==> src/rtl/hazard_unit_pkg.sv <==
// Shared definitions for the pipeline hazard controller.
package hazard_unit_pkg;

    localparam logic [1:0] FWD_RF = 2'b00;
    localparam logic [1:0] FWD_W  = 2'b01;
    localparam logic [1:0] FWD_M  = 2'b10;

    localparam int CNT_W_DEFAULT = 32;

    // The nearer stage (M) wins when both M and W hold the operand.
    function automatic logic [1:0] fwd_sel(
        input logic match_m,
        input logic wr_m,
        input logic match_w,
        input logic wr_w
    );
        logic [1:0] sel;
        sel = FWD_RF;
        if (match_m && wr_m)
            sel = FWD_M;
        else if (match_w && wr_w)
            sel = FWD_W;
        return sel;
    endfunction

endpackage

==> src/rtl/hazard_sat_counter.sv <==
// Saturating event counter with synchronous clear.
module hazard_sat_counter #(
    parameter int W = 32
) (
    input  logic         clk,
    input  logic         reset,
    input  logic         clr,
    input  logic         inc,
    output logic [W-1:0] q
);

    always_ff @(posedge clk or posedge reset) begin
        if (reset)
            q <= '0;
        else if (clr)
            q <= '0;
        else if (inc && (q != {W{1'b1}}))
            q <= q + 1'b1;
    end

endmodule

==> src/rtl/hazard_unit.sv <==
// Hazard controller: forwarding selects, stalls, flushes and
// debug event counters for the 5-stage pipeline.
module hazard_unit
    import hazard_unit_pkg::*;
#(
    parameter int CNT_W = CNT_W_DEFAULT
) (
    input  logic             clk,
    input  logic             reset,
    input  logic             Match_1E_M,
    input  logic             Match_1E_W,
    input  logic             Match_2E_M,
    input  logic             Match_2E_W,
    input  logic             Match_12D_E,
    input  logic             RegWriteD,
    input  logic             MemtoRegD,
    input  logic             PCSrcD,
    input  logic             BranchTakenE,
    input  logic             CntClr,
    output logic [1:0]       ForwardAE,
    output logic [1:0]       ForwardBE,
    output logic             StallF,
    output logic             StallD,
    output logic             FlushD,
    output logic             FlushE,
    output logic [CNT_W-1:0] LdStallCnt,
    output logic [CNT_W-1:0] BrFlushCnt,
    output logic [CNT_W-1:0] PcWrFlushCnt
);

    logic reg_write_e, mem_to_reg_e, pc_src_e;
    logic reg_write_m, pc_src_m;
    logic reg_write_w, pc_src_w;
    logic ldr_stall, pc_wr_pend;

    // No stall enable here: a held D instruction enters E as a bubble.
    always_ff @(posedge clk or posedge reset) begin
        if (reset) begin
            reg_write_e  <= 1'b0;
            mem_to_reg_e <= 1'b0;
            pc_src_e     <= 1'b0;
            reg_write_m  <= 1'b0;
            pc_src_m     <= 1'b0;
            reg_write_w  <= 1'b0;
            pc_src_w     <= 1'b0;
        end else begin
            reg_write_e  <= FlushE ? 1'b0 : RegWriteD;
            mem_to_reg_e <= FlushE ? 1'b0 : MemtoRegD;
            pc_src_e     <= FlushE ? 1'b0 : PCSrcD;
            reg_write_m  <= reg_write_e;
            pc_src_m     <= pc_src_e;
            reg_write_w  <= reg_write_m;
            pc_src_w     <= pc_src_m;
        end
    end

    assign ForwardAE = fwd_sel(Match_1E_M, reg_write_m,
                               Match_1E_W, reg_write_w);
    assign ForwardBE = fwd_sel(Match_2E_M, reg_write_m,
                               Match_2E_W, reg_write_w);

    assign ldr_stall  = Match_12D_E & mem_to_reg_e;
    assign pc_wr_pend = PCSrcD | pc_src_e | pc_src_m;

    assign StallF = ldr_stall | pc_wr_pend;
    assign StallD = ldr_stall;
    assign FlushD = pc_wr_pend | pc_src_w | BranchTakenE;
    assign FlushE = ldr_stall | BranchTakenE;

    hazard_sat_counter #(.W(CNT_W)) u_ld_cnt (
        .clk   (clk),
        .reset (reset),
        .clr   (CntClr),
        .inc   (ldr_stall),
        .q     (LdStallCnt)
    );

    hazard_sat_counter #(.W(CNT_W)) u_br_cnt (
        .clk   (clk),
        .reset (reset),
        .clr   (CntClr),
        .inc   (BranchTakenE),
        .q     (BrFlushCnt)
    );

    hazard_sat_counter #(.W(CNT_W)) u_pc_cnt (
        .clk   (clk),
        .reset (reset),
        .clr   (CntClr),
        .inc   (pc_src_w),
        .q     (PcWrFlushCnt)
    );

endmodule

==> config.mk <==
export PLATFORM = sky130hd
export DESIGN_NAME = hazard_unit
export DESIGN_NICKNAME = d
export VERILOG_FILES = /design/src/rtl/hazard_unit_pkg.sv /design/src/rtl/hazard_sat_counter.sv /design/src/rtl/hazard_unit.sv
export SDC_FILE = /design/constraint.sdc
export NUM_CORES = 1
export LEC_CHECK = 0
export CORE_ASPECT_RATIO = 0.8
export CORE_UTILIZATION = 45
export DETAILED_ROUTE_END_ITERATION = 10
export PLACE_DENSITY = 0.72
export REMOVE_ABC_BUFFERS = 1
export SYNTH_ARGS = -nofsm -noshare
export SYNTH_HDL_FRONTEND = slang
export SYNTH_HIERARCHICAL = 1
export SYNTH_SLANG_ARGS = --single-unit
==> constraint.sdc <==
create_clock -name clk -period 4.5 [get_ports clk]
set_clock_uncertainty 0.1 [all_clocks]
set_input_delay 0.9 -clock clk [delete_from_list [all_inputs] [get_ports clk]]
set_output_delay 0.9 -clock clk [all_outputs]
set_load 0.03 [all_outputs]
==> results of run 1 <==
layout by cell type, fill, tap and decap left out, types with 18 or more instances in the layout:
master | synthesis | routed
a21oi_1 | 81 | 81
clkdlybuf4s50_1 | 0 | 114
dfrtp_1 | 103 | 103
inv_1 | 26 | 26
nand2_1 | 36 | 36
nand3_1 | 30 | 30
nand4_1 | 18 | 18
nor2_1 | 21 | 21
o21ai_0 | 36 | 36
o31ai_1 | 45 | 45
or3_1 | 36 | 36
or4_1 | 42 | 42
state kept, by name, indices dropped and copies added, names as in the netlist:
name          cells
mem_to_reg_e      1
pc_src_e          1
pc_src_m          1
pc_src_w          1
reg_write_e       1
reg_write_m       1
reg_write_w       1
u_br_cnt/q       32
u_ld_cnt/q       32
u_pc_cnt/q       32
stage by stage:
| step | hold WS [ns] | utilization, % | std cells | area, um^2 | setup WS, ns |
|---|---|---|---|---|---|
| after floorplan | 0.231 | - | 564 | 5390 | 1.70 |
| after global placement | 0.233 | 58.1 | 835 | 6800 | 1.12 |
| after detailed placement | 0.241 | 58.1 | 835 | 6800 | 1.11 |
| after CTS | 0.257 | 60.7 | 850 | 7090 | 1.11 |
| after global routing | 0.259 | 60.7 | 850 | 7090 | 1.07 |
| final | 0.257 | 60.7 | 850 | 7090 | 1.10 |
power by group through the flow:
stage                     logic (mW)  clock network, mW  registers [mW]
after floorplan               0.0381                  0           0.963
after global placement        0.0971                  0           0.957
final                         0.0977              0.786           0.940
after global routing           0.107              0.848           0.940
after detailed placement      0.0994                  0           0.958
after CTS                     0.0996              0.809           0.940
worst max-delay path: cells and delay by family:
family | cells | cell delay, ns
and+or+nand+nor | 2 | 0.30
buffers and inverters | 2 | 1.20
area by class of cell:
type	instances	area (um^2)	area share [%]
Multi-Input combinational cell	435	2720	38.3
Sequential cell	103	2580	36.3
Timing Repair Buffer	123	1220	17.2
Clock buffer	10	239	3.37
Tap cell	148	185	2.61
Inverter	26	97.6	1.38
Clock inverter	5	57.6	0.811
logic make-up (layout without fill, tap and decap cells):
group,count (synthesis),after routing,share of synthesized area (%)
and+or+nand+nor,236,236,26.0
AOI/OAI and AO/OA,184,184,20.9
DFF,103,103,47.0
buffers and inverters,44,164,3.49
xor gates and xnor gates,9,9,1.44
adders and majority gates,3,3,0.684
muxes,3,3,0.547
per-layer routing:
metal	global-route usage, %	up-vias
met5	0	-
met4	6.94	0
met3	5.31	18
met2	37.6	162
met1	30.8	2562
li1	-	2498
final timing paths:
kind / end / from / depth (start not counted)
max: StallF / Match_12D_E / 4
min in group asynchronous: reg_write_m$_DFF_PP0_ / reset / 2
min: reg_write_m$_DFF_PP0_ / reg_write_e$_DFF_PP0_ / 0
min reg2reg: reg_write_m$_DFF_PP0_ / reg_write_e$_DFF_PP0_ / 0
max in group asynchronous: u_pc_cnt/q[20]$_DFFE_PP0P_ / reset / 3
max reg2reg: u_pc_cnt/q[13]$_DFFE_PP0P_ / u_pc_cnt/q[0]$_DFFE_PP0P_ / 6
==> results.sh, run 1 <==
export IMPL_worstSetupPathType="in -> out"
export IMPL_htree_num_levels=3
export IMPL_power_static_leakage_nw=2.62
export IMPL_worstSetupEndpointType="output port"
export IMPL_route_detailed_drc=7
export IMPL_viasPerCell=6.16
export IMPL_clk_insertion_delay_late_ns=0.34
export IMPL_globalRouteOverflowTotal=0
export IMPL_max_slew_margin_pct=19.6
export IMPL_chipHeight_um=101
export IMPL_layout_area_overhead_vs_synth_pct=29.3
export IMPL_cp_common_cell="clkdlybuf4s50_1"
export IMPL_max_freq_mhz=294
export IMPL_worstPathMaxFanout=5
export IMPL_first_pass_grt_wire_length_um=23700
export IMPL_cts_root_buf="clkbuf_16"
export IMPL_hpwl_um=9950
export IMPL_grt_util_all_layers_pct=23.1
export IMPL_met3RoutedLength_um=887
export IMPL_gp_routability_congestion=0.800
export IMPL_cts_tree="done"
export IMPL_timing_final_setup_violations=0
export IMPL_power_density_cell_area_nw_per_um2=257
export IMPL_synth_top_cell_area_share_pct=47.0
export IMPL_antenna_found_initial=0
export IMPL_routedLengthMet1_um=6510
export IMPL_numCtsBuffers=9
export IMPL_synth_top_cell_by_area="dfrtp_1"
export IMPL_initial_core_util_pct=46.9
export IMPL_drt_iter0_drc=422
export IMPL_boundaryPins=116
export IMPL_cp_slowest_stage_delay_ns=0.67
export IMPL_p_total_mw=1.82
export IMPL_grt_start_max_net_pins=55
export IMPL_clock_sink_total=103
export IMPL_final_period_minus_worst_setup_slack_ns=3.40
export IMPL_synth_async_sr_flop_share_pct=100
export IMPL_power_report_internal_total_mw=1.41
export IMPL_postSynthRegisterBits=103
export IMPL_tightest_slew_ns=1.19
export IMPL_seq_area_frac_synth_pct=47.0
export IMPL_dieArea_um2=12600
export IMPL_fp_dieW_um=125
export IMPL_timing_max_transition_violations_final=0
export IMPL_synth_ff_type="dfrtp_1"
export IMPL_synth_warnings=6
export IMPL_holdBufCountCts=0
export IMPL_nets=713
export IMPL_final_fill_count=993
export IMPL_power_switching_fraction_pct=22.7
export IMPL_fin_crit_sh_pct=75.5
export IMPL_ant_nets=0
export IMPL_yosys_cell_types_count=36
export IMPL_synth_most_common_cell="dfrtp_1"
export IMPL_rsz0062_at_grt="no"
export IMPL_yosys_top_cells_count="103 x dfrtp_1, 81 x a21oi_1, 45 x o31ai_1"
export IMPL_numPortBuffers=115
export IMPL_cts_post_setup_buffers_inserted=0
export IMPL_critical_path_slowest_cell="clkdlybuf4s50_1"
export IMPL_worst_setup_hold_path_clk_slew_ns=0.07
export IMPL_timing_setup_tns_ns=0
export IMPL_number_of_global_route_vias_before_repair=4892
export IMPL_p_switching_uw=413
export IMPL_via_count=5240
export IMPL_synth_edff_count=0
export IMPL_syn_inst=582
export IMPL_insertedDiodeCount=0
export IMPL_cts_path_max_buffers=2
export IMPL_outcome="complete, but fails checks"
export IMPL_peak_supply_drop_uv=162
export IMPL_rows=35
export IMPL_crit_required_ns=3.50
export IMPL_detailroute_wirelength_met2_um=6730
export IMPL_sequentialPowerShare_pct=51.5
export IMPL_top_signal_layer_used="met4"
export IMPL_power_combinational_fraction_pct=5.4
export IMPL_synth_cell_area_um2=5490
export IMPL_cts_resized=0
export IMPL_crit_chain="clkdlybuf4s50_1, and2_4, nand2b_1, clkdlybuf4s50_1"
export IMPL_routed_wire_length_per_instance_um=16.9
export IMPL_synth_area_top_cells="dfrtp_1 47%, a21oi_1 7.4%, o31ai_1 6.2%"
export IMPL_rrSetupSlack_ns=1.71
export IMPL_cp_data_arrival_time_ns=2.40
export IMPL_violations_in_the_final_reports="design-rule violations"
export IMPL_placeableCoreArea_um2=11700
export IMPL_postSynthAreaPerCell_um2=9.43
export IMPL_final_hold_violating_endpoints=0
export IMPL_crit_path_start_kind="primary input"
export IMPL_finalWirelength_um=14300
export IMPL_power_clock_fraction_pct=43.1
export IMPL_cap_viol_max_count=0
export IMPL_fraction_of_layout_cells_with_a_size_suffix_above_1_pct=5.84
export IMPL_timing_hold_worst_class="reg -> reg"
export IMPL_detailedRoute_firstPassIterationCount=11
No activity file was read; power rests on OpenSTA's default activity.
==> run 2: changes to the inputs <==
==> constraint.sdc (replaced) <==
create_clock -name clk -period 3.4 [get_ports clk]
set_clock_uncertainty 0.1 [all_clocks]
set_input_delay 0.68 -clock clk [delete_from_list [all_inputs] [get_ports clk]]
set_output_delay 0.68 -clock clk [all_outputs]
set_load 0.03 [all_outputs]
==> run 2 against run 1 <==
The flow still finishes with violations (design-rule violations); sequential share of layout area fell by 0.22 points; design area increased by 0.62%; setup slack lost 0.66 ns; critical path type unchanged; non-clock buffer count rose by 2; wire length rose by 1.1%; via count rose by 0.92%.
==> results.sh, run 2 (synthesized netlist as in run 1, its figures left out) <==
export IMPL_grt_start_max_net_pins=48
export IMPL_first_pass_grt_wire_length_um=23700
export IMPL_nets=715
export IMPL_initial_core_util_pct=46.9
export IMPL_insertedDiodeCount=0
export IMPL_fin_crit_sh_pct=86.8
export IMPL_detailroute_wirelength_met2_um=6960
export IMPL_worstSetupEndpointType="output port"
export IMPL_via_count=5288
export IMPL_drt_iter0_drc=321
export IMPL_tightest_slew_ns=1.16
export IMPL_peak_supply_drop_uv=234
export IMPL_number_of_global_route_vias_before_repair=4950
export IMPL_rr_startpoint="u_br_cnt/q[24]$_DFFE_PP0P_"
export IMPL_outcome="complete, but fails checks"
export IMPL_timing_setup_tns_ns=0
export IMPL_placeableCoreArea_um2=11700
export IMPL_detailedRoute_firstPassIterationCount=9
export IMPL_worstSetupPathType="in -> out"
export IMPL_final_fill_count=987
export IMPL_critical_path_slowest_cell="clkdlybuf4s50_1"
export IMPL_startpoint="BranchTakenE"
export IMPL_rows=35
export IMPL_finish_cell_count_without_fillers=853
export IMPL_cts_resized=0
export IMPL_layout_top_registers="u_br_cnt/q (32), u_ld_cnt/q (32), u_pc_cnt/q (32)"
export IMPL_timing_hold_worst_class="reg -> reg"
export IMPL_crit_required_ns=2.62
export IMPL_boundaryPins=116
export IMPL_violations_in_the_final_reports="design-rule violations"
export IMPL_timing_max_transition_violations_final=0
export IMPL_cts_root_buf="clkbuf_16"
export IMPL_dieArea_um2=12600
export IMPL_top_signal_layer_used="met4"
export IMPL_met3RoutedLength_um=802
export IMPL_route_detailed_drc=7
export IMPL_routed_wire_length_per_instance_um=17.0
export IMPL_cts_tree="done"
export IMPL_numPortBuffers=115
export IMPL_clock_sink_total=103
export IMPL_gp_routability_congestion=0.809
export IMPL_numCtsBuffers=9
export IMPL_commonest_cells_after_routing_fill_and_taps_aside="114 x clkdlybuf4s50_1, 103 x dfrtp_1, 81 x a21oi_1"
export IMPL_holdBufCountCts=0
export IMPL_cp_data_arrival_time_ns=2.17
export IMPL_power_combinational_fraction_pct=5.2
export IMPL_routedLengthMet1_um=6580
export IMPL_cap_viol_max_count=0
export IMPL_max_slew_margin_pct=21.4
export IMPL_layout_area_overhead_vs_synth_pct=30.1
export IMPL_cts_path_max_buffers=2
export IMPL_combined_flip_flop_and_latch_cell_area_um2=2580
export IMPL_rsz0062_at_grt="no"
export IMPL_final_period_minus_worst_setup_slack_ns=2.95
export IMPL_grt_util_all_layers_pct=23.3
export IMPL_power_report_internal_total_mw=1.96
export IMPL_cp_common_cell="clkdlybuf4s50_1"
export IMPL_post_place_cells=837
export IMPL_sequentialPowerShare_pct=49.7
export IMPL_fraction_of_layout_cells_with_a_size_suffix_above_1_pct=5.96
export IMPL_cp_slowest_stage_delay_ns=0.67
export IMPL_hp_start="reg_write_e$_DFF_PP0_"
export IMPL_globalRouteOverflowTotal=0
export IMPL_total_area_of_multi_input_combinational_cells_um2=2720
export IMPL_htree_num_levels=3
export IMPL_final_hold_violating_endpoints=0
export IMPL_clk_insertion_delay_late_ns=0.35
export IMPL_ant_nets=0
export IMPL_p_switching_uw=541
export IMPL_power_density_cell_area_nw_per_um2=351
export IMPL_power_switching_fraction_pct=21.6
export IMPL_finalWirelength_um=14500
export IMPL_timing_final_setup_violations=0
export IMPL_chipHeight_um=101
export IMPL_power_static_leakage_nw=2.64
export IMPL_fp_dieW_um=125
export IMPL_layout_commonest_cell="clkdlybuf4s50_1"
export IMPL_crit_path_start_kind="primary input"
export IMPL_crit_chain="clkdlybuf4s50_1, nor2_1, nand2_1, clkdlybuf4s50_1"
export IMPL_worst_setup_hold_path_clk_slew_ns=0.07
export IMPL_hpwl_um=9850
export IMPL_power_clock_fraction_pct=45.2
export IMPL_viasPerCell=6.20
export IMPL_worstPathMaxFanout=5
export IMPL_cts_post_setup_buffers_inserted=0
export IMPL_antenna_found_initial=0
export IMPL_max_freq_mhz=339
-- run 2: path summary, 6_finish.rpt --
path / end / slack [ns] / depth (start not counted)
worst max-delay path: FlushD / 0.45 / 4
worst min-delay path: reg_write_m$_DFF_PP0_ / 0.25 / 0
worst max register to register: u_br_cnt/q[13]$_DFFE_PP0P_ / 0.51 / 5
worst min register to register: reg_write_m$_DFF_PP0_ / 0.25 / 0
max in group asynchronous: u_br_cnt/q[5]$_DFFE_PP0P_ / 2.14 / 3
min in group asynchronous: pc_src_m$_DFF_PP0_ / 0.58 / 2
-- run 2: cell type report --
type                    count  share of cell area, %
flip-flops and latches    103                   36.1
multi-input cells         435                   38.1
clock inverters             3                  0.912
repair buffers            125                   17.3
clock buffers              13                   3.65
well taps                 148                   2.59
inverters                  26                   1.37
-- run 2: metrics by stage --
step           power [mW]  utilization [%]  hold WS (ns)  instance area [um^2]  worst slack (ns)
2_1_floorplan        1.32                -         0.231                  5390             0.645
3_3_place_gp         1.40             58.3         0.232                  6810             0.413
3_5_place_dp         1.40             58.3         0.237                  6810             0.277
4_1_cts              2.54             61.0         0.252                  7140             0.432
5_1_grt              2.60             61.0         0.271                  7140             0.353
6_report             2.50             61.0         0.250                  7140             0.449
-- run 2: metal layers --
layer  global-route usage [%]  vias up
li1                         -     2497
met1                     30.1     2626
met2                     39.0      150
met3                     5.41       15
met4                     7.41        0
met5                        0        -
-- run 2: critical path: cells and delay by family --
kind	cells	cell delay, ns
buffers and inverters	2	1.31
and+or+nand+nor	2	0.18
-- run 2: power groups by stage --
stage | clock network, mW | registers (mW) | logic (mW)
2_1_floorplan | 0 | 1.27 | 0.0504
3_3_place_gp | 0 | 1.27 | 0.128
3_5_place_dp | 0 | 1.27 | 0.131
4_1_cts | 1.16 | 1.24 | 0.132
5_1_grt | 1.21 | 1.24 | 0.143
6_report | 1.13 | 1.24 | 0.129
